<file path="config.mk">
export PLATFORM = sky130hd
export DESIGN_NAME = rf_wb_scheduler
export DESIGN_NICKNAME = d
export VERILOG_FILES = /design/src/rtl/mips_rf_pkg.sv /design/src/rtl/rr_arb2.sv /design/src/rtl/rf_wb_scheduler.sv
export SDC_FILE = /design/constraint.sdc
export NUM_CORES = 1
export LEC_CHECK = 0
export CORE_ASPECT_RATIO = 0.5
export CORE_MARGIN = 10
export CORE_UTILIZATION = 35
export DETAILED_ROUTE_END_ITERATION = 16
export DONT_BUFFER_PORTS = 1
export GPL_TIMING_DRIVEN = 0
export MAX_ROUTING_LAYER = met4
export PLACE_DENSITY = 0.57
export SYNTH_ARGS = -nofsm -noshare
export SYNTH_HDL_FRONTEND = slang
export SYNTH_SLANG_ARGS = --single-unit
</file>
<file path="constraint.sdc">
create_clock -name clk -period 3.4 [get_ports clk]
set_input_delay 0.68 -clock clk [delete_from_list [all_inputs] [get_ports clk]]
set_output_delay 0.68 -clock clk [all_outputs]
set_load 0.01 [all_outputs]
</file>
<file path="src/rtl/mips_rf_pkg.sv">
// Shared MIPS register-file constants and address legality helper.
// Only registers 0 and REG_LO..REG_HI physically exist.
package mips_rf_pkg;

    localparam int unsigned DATA_W = 32;
    localparam int unsigned ADDR_W = 5;
    localparam int unsigned REG_LO = 8;
    localparam int unsigned REG_HI = 25;

    localparam logic [ADDR_W-1:0] REG_ZERO = 5'd0;
    localparam logic [ADDR_W-1:0] REG_T0   = 5'd8;
    localparam logic [ADDR_W-1:0] REG_T1   = 5'd9;
    localparam logic [ADDR_W-1:0] REG_T2   = 5'd10;
    localparam logic [ADDR_W-1:0] REG_T3   = 5'd11;
    localparam logic [ADDR_W-1:0] REG_T4   = 5'd12;
    localparam logic [ADDR_W-1:0] REG_T5   = 5'd13;
    localparam logic [ADDR_W-1:0] REG_T6   = 5'd14;
    localparam logic [ADDR_W-1:0] REG_T7   = 5'd15;
    localparam logic [ADDR_W-1:0] REG_S0   = 5'd16;
    localparam logic [ADDR_W-1:0] REG_S1   = 5'd17;
    localparam logic [ADDR_W-1:0] REG_S2   = 5'd18;
    localparam logic [ADDR_W-1:0] REG_S3   = 5'd19;
    localparam logic [ADDR_W-1:0] REG_S4   = 5'd20;
    localparam logic [ADDR_W-1:0] REG_S5   = 5'd21;
    localparam logic [ADDR_W-1:0] REG_S6   = 5'd22;
    localparam logic [ADDR_W-1:0] REG_S7   = 5'd23;
    localparam logic [ADDR_W-1:0] REG_T8   = 5'd24;
    localparam logic [ADDR_W-1:0] REG_T9   = 5'd25;

    // Register 0 is never legal to write, so the range check alone covers it.
    function automatic logic rf_addr_legal(
        logic [ADDR_W-1:0] addr,
        logic [ADDR_W-1:0] lo = REG_T0,
        logic [ADDR_W-1:0] hi = REG_T9
    );
        return (addr >= lo) && (addr <= hi);
    endfunction

endpackage

</file>
<file path="src/rtl/rr_arb2.sv">
// Two-way round-robin arbiter; on a tie the requester not granted last time wins.
module rr_arb2 (
    input  logic       clk,
    input  logic       rst_n,
    input  logic [1:0] req_i,
    output logic [1:0] gnt_o
);

    logic last_q;
    logic last_d;

    always_comb begin
        gnt_o = req_i;
        if (req_i == 2'b11) begin
            gnt_o = last_q ? 2'b01 : 2'b10;
        end
        last_d = last_q;
        if (gnt_o != 2'b00) begin
            last_d = gnt_o[1];
        end
    end

    // Reset to requester 1 so requester 0 wins the first tie.
    always_ff @(posedge clk or negedge rst_n) begin
        if (!rst_n) begin
            last_q <= 1'b1;
        end else begin
            last_q <= last_d;
        end
    end

endmodule

</file>
<file path="src/rtl/rf_wb_scheduler.sv">
// Register-file write-port scheduler: arbitrates ALU/MEM writebacks onto the single
// write port and keeps a pending-write scoreboard for RAW/WAW detection at decode.
module rf_wb_scheduler
    import mips_rf_pkg::*;
#(
    parameter int unsigned DATA_W     = mips_rf_pkg::DATA_W,
    parameter int unsigned ADDR_W     = mips_rf_pkg::ADDR_W,
    parameter int unsigned REG_LO     = mips_rf_pkg::REG_LO,
    parameter int unsigned REG_HI     = mips_rf_pkg::REG_HI,
    parameter int unsigned DROP_CNT_W = 8
) (
    input  logic                  clk,
    input  logic                  rst_n,
    input  logic                  r0_valid_i,
    input  logic [ADDR_W-1:0]     r0_addr_i,
    input  logic [DATA_W-1:0]     r0_data_i,
    output logic                  r0_ready_o,
    input  logic                  r1_valid_i,
    input  logic [ADDR_W-1:0]     r1_addr_i,
    input  logic [DATA_W-1:0]     r1_data_i,
    output logic                  r1_ready_o,
    input  logic                  issue_valid_i,
    input  logic [ADDR_W-1:0]     issue_dst_i,
    output logic                  issue_ready_o,
    input  logic [ADDR_W-1:0]     src1_i,
    input  logic [ADDR_W-1:0]     src2_i,
    output logic                  stall_o,
    input  logic                  flush_i,
    output logic                  reg_write_en_o,
    output logic [ADDR_W-1:0]     write_address_o,
    output logic [DATA_W-1:0]     write_data_o,
    output logic [31:0]           busy_o,
    output logic [DROP_CNT_W-1:0] drop_cnt_o
);

    localparam logic [ADDR_W-1:0] Lo = ADDR_W'(REG_LO);
    localparam logic [ADDR_W-1:0] Hi = ADDR_W'(REG_HI);

    logic [1:0]            gnt;
    logic                  any_gnt;
    logic [ADDR_W-1:0]     sel_addr;
    logic [DATA_W-1:0]     sel_data;
    logic                  sel_legal;
    logic                  legal_gnt;
    logic                  dst_legal;
    logic [31:0]           clr_vec;
    logic [31:0]           set_vec;

    logic                  we_q, we_d;
    logic [ADDR_W-1:0]     addr_q, addr_d;
    logic [DATA_W-1:0]     data_q, data_d;
    logic [31:0]           busy_q, busy_d;
    logic [DROP_CNT_W-1:0] drop_q, drop_d;

    rr_arb2 u_arb (
        .clk   (clk),
        .rst_n (rst_n),
        .req_i ({r1_valid_i, r0_valid_i}),
        .gnt_o (gnt)
    );

    assign r0_ready_o = gnt[0];
    assign r1_ready_o = gnt[1];
    assign any_gnt    = |gnt;
    assign sel_addr   = gnt[1] ? r1_addr_i : r0_addr_i;
    assign sel_data   = gnt[1] ? r1_data_i : r0_data_i;
    assign sel_legal  = rf_addr_legal(sel_addr, Lo, Hi);
    assign legal_gnt  = any_gnt & sel_legal;
    assign dst_legal  = rf_addr_legal(issue_dst_i, Lo, Hi);

    // A same-cycle legal write to the destination frees it, so no WAW.
    assign issue_ready_o = ~busy_q[issue_dst_i]
                         | (legal_gnt && (sel_addr == issue_dst_i))
                         | (issue_dst_i == '0);

    assign stall_o = ((src1_i != '0) & busy_q[src1_i]) | ((src2_i != '0) & busy_q[src2_i]);

    always_comb begin
        clr_vec = '0;
        set_vec = '0;
        if (legal_gnt) begin
            clr_vec = 32'd1 << sel_addr;
        end
        if (issue_valid_i && issue_ready_o && dst_legal) begin
            set_vec = 32'd1 << issue_dst_i;
        end
        // Set is applied after clear so it wins on the same register.
        busy_d = flush_i ? set_vec : ((busy_q & ~clr_vec) | set_vec);

        we_d   = legal_gnt;
        addr_d = addr_q;
        data_d = data_q;
        if (any_gnt) begin
            addr_d = sel_addr;
            data_d = sel_data;
        end

        drop_d = drop_q;
        if (any_gnt && !sel_legal && (drop_q != {DROP_CNT_W{1'b1}})) begin
            drop_d = drop_q + 1'b1;
        end
    end

    always_ff @(posedge clk or negedge rst_n) begin
        if (!rst_n) begin
            we_q   <= 1'b0;
            addr_q <= '0;
            data_q <= '0;
            busy_q <= '0;
            drop_q <= '0;
        end else begin
            we_q   <= we_d;
            addr_q <= addr_d;
            data_q <= data_d;
            busy_q <= busy_d;
            drop_q <= drop_d;
        end
    end

    assign reg_write_en_o  = we_q;
    assign write_address_o = addr_q;
    assign write_data_o    = data_q;
    assign busy_o          = busy_q;
    assign drop_cnt_o      = drop_q;

endmodule

</file>
* Word level (Yosys, flattened, before mapping)
Cells that the tools add are included.
** Operators by class
- $mul :: 0
- Shift operators :: 2
- Div/mod/pow operators :: 0
- Bitwise logic cells :: 10
- $lt $le $gt $ge :: 7
- Eq/ne operators :: 3
- Reductions and logical operators :: 13
- Mux-type cells :: 13
- $add $sub $neg :: 1
** Operator list (number)
- $mux 32 :: 4
- $shl 1x5->32 const A :: 2
- $and 32x32->32 :: 1
- $not 32->32 :: 1
- $or 32x32->32 :: 1
- $lt 5x6->1 const B :: 3
- $bmux 1 s5 :: 3
- $ge 5x4->1 const B :: 2
- $le 5x5->1 const B :: 2
- $reduce_bool 5->1 :: 2
- $add 8x1->8 const B :: 1
- $ne 8x8->1 const B :: 1
- $logic_and 1x1->1 :: 7
- $eq 5x5->1 :: 1
- $logic_not 5->1 :: 1
- $mux 5 :: 1
- $mux 2 :: 2
- $and 1x1->1 :: 3
- $mux 1 :: 3
- $or 1x1->1 :: 3
- $eq 2x2->1 const B :: 1
- $reduce_bool 2->1 :: 1
- $reduce_or 2->1 :: 1
- $logic_not 1->1 :: 1
- $not 1->1 :: 1
** Storage, ports and cells
- Memory bits (read-only) :: 0
- Bits in latches :: 0
- Output and inout bits :: 82
- Logic and storage cells :: 55
- Register bits after elaboration :: 79
- Memories kept :: 0
- Bits in writable memories :: 0

* Logic depth before layout (Yosys ltp)
- Depth in word-level cells :: 14
- Depth in mapped cells :: 10
- Mapped depth without buffers :: 7

* By module
Synthesis repeated with hierarchy kept, for this count alone.
** Unflattened totals
- Cell total of the unflattened synthesis :: 419
- Area total of the unflattened synthesis :: 4591.9 sq um
** Modules (own cells, without submodules)
- rf_wb_scheduler :: area an instance 4538.1 sq um, cells an instance 413, sequential area each 1951.9 sq um, instances 1
- rr_arb2 :: area an instance 53.8 sq um, cells an instance 6, sequential area each 26.3 sq um, instances 1

* Worst setup path after synthesis
OpenSTA, ideal clock, no wires.
- Kind :: input to output
- From :: in src1_i[0]
- To :: out stall_o
- Path slack :: 396 ps
- Required time :: 2720 ps
- Data arrival time :: 2324 ps
- Path buffers :: 1
- Stages on the path :: 5
- Path through :: clkbuf_1 -> mux4_2 -> mux4_2 -> mux2i_1 -> nand2_1
** Between the ends
- Word-level cells in the longest chain between the ends :: 4
- Elaborated cells between the ends (all ways) :: 5
- Those cells by class :: mux (2); bitwise (2); reduce/logical (1)
** Ends and longest elaborated chain
- start: declaration :: line rf_wb_scheduler.sv:25 : input logic [ADDR_W-1:0] src1_i,
- $bmux 1 s5 :: line rf_wb_scheduler.sv:76 : assign stall_o = ((src1_i != '0) & busy_q[src1_i]) | ((src2_i != '0) & busy_q[src2_i]);
- $mux 1 (not written as such) :: line rf_wb_scheduler.sv:76
- $and 1x1->1 * :: line rf_wb_scheduler.sv:76
- $or 1x1->1 * :: line rf_wb_scheduler.sv:76
- end: declaration :: line rf_wb_scheduler.sv:27 : output logic stall_o,
Mark *: on every way between the ends. The rest lies on a longest branch, timed or not. The select of a mux whose other input is x is not followed.

* Worst setup path in the final report
- From :: in issue_dst_i[1]
- To :: out issue_ready_o
** Between the ends
- Word-level cells in the longest chain between the ends :: 5
- Elaborated cells between the ends (all ways) :: 8
- Those cells by class :: eq/ne (1); mux (2); bitwise (3); reduce/logical (2)
** Ends and longest elaborated chain
- start: declaration :: line rf_wb_scheduler.sv:23 : input logic [ADDR_W-1:0] issue_dst_i,
- $bmux 1 s5 :: line rf_wb_scheduler.sv:72 : assign issue_ready_o = ~busy_q[issue_dst_i]
- $mux 1 (not written as such) :: line rf_wb_scheduler.sv:72
- $not 1->1 :: line rf_wb_scheduler.sv:72
- $or 1x1->1 :: line rf_wb_scheduler.sv:73 : | (legal_gnt && (sel_addr == issue_dst_i))
- $or 1x1->1 * :: line rf_wb_scheduler.sv:74 : | (issue_dst_i == '0);
- end: declaration :: line rf_wb_scheduler.sv:24 : output logic issue_ready_o,
Marks and branches as above.

==> flow_summary.ini <==
[timing]
worst_pin_slew_ns = 0.670
maxSlewViolCount = 0
hold_viol = 0
max_freq_ghz = 0.307
clock_skew_ns = 0.00428
setup-tns-final_ns = 0
period_needed_ns = 3.26
post-route-period-util = 0.958
setup_viol = 0
slew_headroom = 0.553
grt_setup_unrepaired = no

[global_route]
antenna_found_initial = 0
grt_max_degree = 80
grt_pass1_vias = 3748
grt_pass1_wl_mm = 22.0
grt.overflow.total = 0
grtUsageTotal = 0.163

[clocking]
root_buffer = clkbuf_16
insertion_delay_ns = 0.33
post_cts_buffers = 0
cts_tree = yes
cts.sinks = 79
hold_buffers = 0
path_clk_slew_ns = 0.06
h-tree-depth = 3
cts_buffer_depth = 2
cts_buffers = 9

[placed_design]
placed_area_sq_um = 4580
gp_congestion = 0.848
dpl.cell_count = 607
io_buffer_count = 0
dp_hpwl_mm = 11.0

[detailed_routing]
vias_per_cell = 5.70
post_drt_wl_per_cell_um = 22.6
routed_wl_mm = 14.1
ant_nets = 0
dr.pass1.iters = 6
vias = 3550
drcViolationCount = 0
drtIter0Drc = 229

[cells_and_area]
diodes = 0
final_cell_mix = nor2_1, dfrtp_1, o22ai_1
finalInstanceArea_sq_um = 4890
nets = 549
fill_cells = 1173
syn2layout_area_growth_pct = 11.9
layout.area.seq_sq_um = 1980
multi_input_area_sq_um = 2220
instances_no_fill = 623
drive_gt1_frac = 0.109

[setup_path]
ff2ff_path_depth = 7
worst-path-buf-inv = 4
worst_ep_arrival_time_ns = 2.58
worstSetupStartpointType = primary input
cp.depth = 9
cpMaxStageDelayCell = nor4_2
crit_chain = clkbuf_4 > buf_4 > mux2i_1 > a21oi_1 > and3_1 > nor4_2 > a31oi_2 > buf_6 > inv_1
max_stage_delay_ns = 0.37
cp_max_fo = 10
cp-end-kind = primary output
worstPathRequired_ns = 2.72
r2r_slack_ns = 0.84
critPathKind = in -> out
path_delay_family = buffers and inverters

[power_and_ir_drop]
ir_worst_vdd_mv = 0.191
powerDensity_nw_per_um2 = 511
power_leakage_nw = 1.99

[logic_synthesis]
synthXorXnorAreaFrac = 0.0180
async_flop_share = 1.00
syn_nets = 538
synth_ff_type = dfrtp_1
synth_compound_area_frac = 0.169
seq_area_frac_synth = 0.453
yosys_warnings = 0
synth_area_per_cell_sq_um = 9.89
synth_cell_types = 52
synth_top_area_cell = dfrtp_1
syn-instance-count = 442
synth-simple-area-share = 0.171
synth_top_area_frac = 0.447
synth_area_leaders = dfrtp_1, mux4_2, nor2_1
synth_top_family_by_area = simple AND/OR/NAND/NOR gates
synth.mux.area_fraction = 0.145
syn-cell-area_sq_um = 4370
ys_ff_latch = 79
synth_adder_area_share = 0.00286
synth_edf_count = 0

[floorplanning]
start_util = 0.364
core_sq_um = 12000
pin_count = 177
dieArea_sq_um = 17600
die_y_um = 99.0
die_x_um = 178
rows = 28

[job]
max_cap_viol_count = 0

[worst_hold_path]
holdCritPathClass = in -> async

[status]
status = finished, final reports clean
==> flip-flops by register name, indices dropped and copies added (netlist names) <==
register,flops
busy_o,32
write_data_o,32
drop_cnt_o,8
write_address_o,5
reg_write_en_o,1
u_arb.last_q,1
==> metrics by stage <==
stage,setup slack [ns],total power [W],utilization,hold WS [ns]
global placement,-0.0376,0.00154,0.381,0.387
floorplan,0.396,0.00144,-,0.384
finish,0.142,0.00250,0.407,0.0371
CTS,0.0573,0.00253,0.406,0.0220
global route,0.00937,0.00263,0.407,0.0165
detailed placement,-0.0409,0.00155,0.381,0.386
==> cells by family after synthesis <==
logic type                 count (synthesis)
muxes                                     39
xor gates and xnor gates                   9
AOI/OAI and AO/OA                        107
adders and majority gates                  1
DFF                                       79
and+or+nand+nor                          164
buffers and inverters                     43
==> per-layer routing <==
layer | routed length, um | GRT usage | vias up
met2 | 6850 | 0.259 | 142
li1 | - | - | 1645
met4 | 181 | 0.0478 | 0
met1 | 5740 | 0.188 | 1749
met5 | 0 | - | -
met3 | 1330 | 0.0617 | 14
==> what timing repair did <==
item / in CTS / in global routing
resized for setup: 2 / 3
endpoints found under the setup margin: 1 / 1
pin swaps: 0 / 1
==> where the power goes <==
group | switching (W) | total, W | internal, W
Clock | 0.000380 | 0.000967 | 0.000587
Combinational | 0.000192 | 0.000335 | 0.000143
Sequential | 0.000154 | 0.00119 | 0.00104
Total | 0.000726 | 0.00250 | 0.00177
==> area by class of cell <==
class	instances	area share
buffer	30	0.0282
tap	165	0.0422
sequential	79	0.405
multi-input combinational	320	0.454
clock buffer	11	0.0497
inverter	13	0.00998
clock inverter	5	0.0118
==> synth_stat cells (2+ instances only) <==
library cell   n
o21ai_0       10
buf_1          4
clkbuf_1      21
o211ai_1      18
buf_6          2
nor3_1         3
mux2i_1       16
nand4_1        4
nand2_1       32
o41ai_1        3
o31ai_1        8
a31oi_1        8
nand2b_1       5
inv_1         11
o22ai_1       34
o32ai_1        3
xnor2_1        7
a21oi_1        7
dfrtp_1       78
a22oi_1        3
and3_1         7
nand3b_1       2
xor2_1         2
mux2_2         4
buf_2          3
nor2_1        78
nand3_1        8
mux4_2        19
nor2b_1       19
==> final timing paths <==
path | start | endpoint
max | issue_dst_i[1] | issue_ready_o
min reg2reg | u_arb.last_q | u_arb.last_q
min | rst_n | write_data_o[14]
max in group asynchronous | rst_n | u_arb.last_q
max reg2reg | u_arb.last_q | busy_o[16]
min in group clk | r0_valid_i | u_arb.last_q
(Power assumes the default switching activity.)
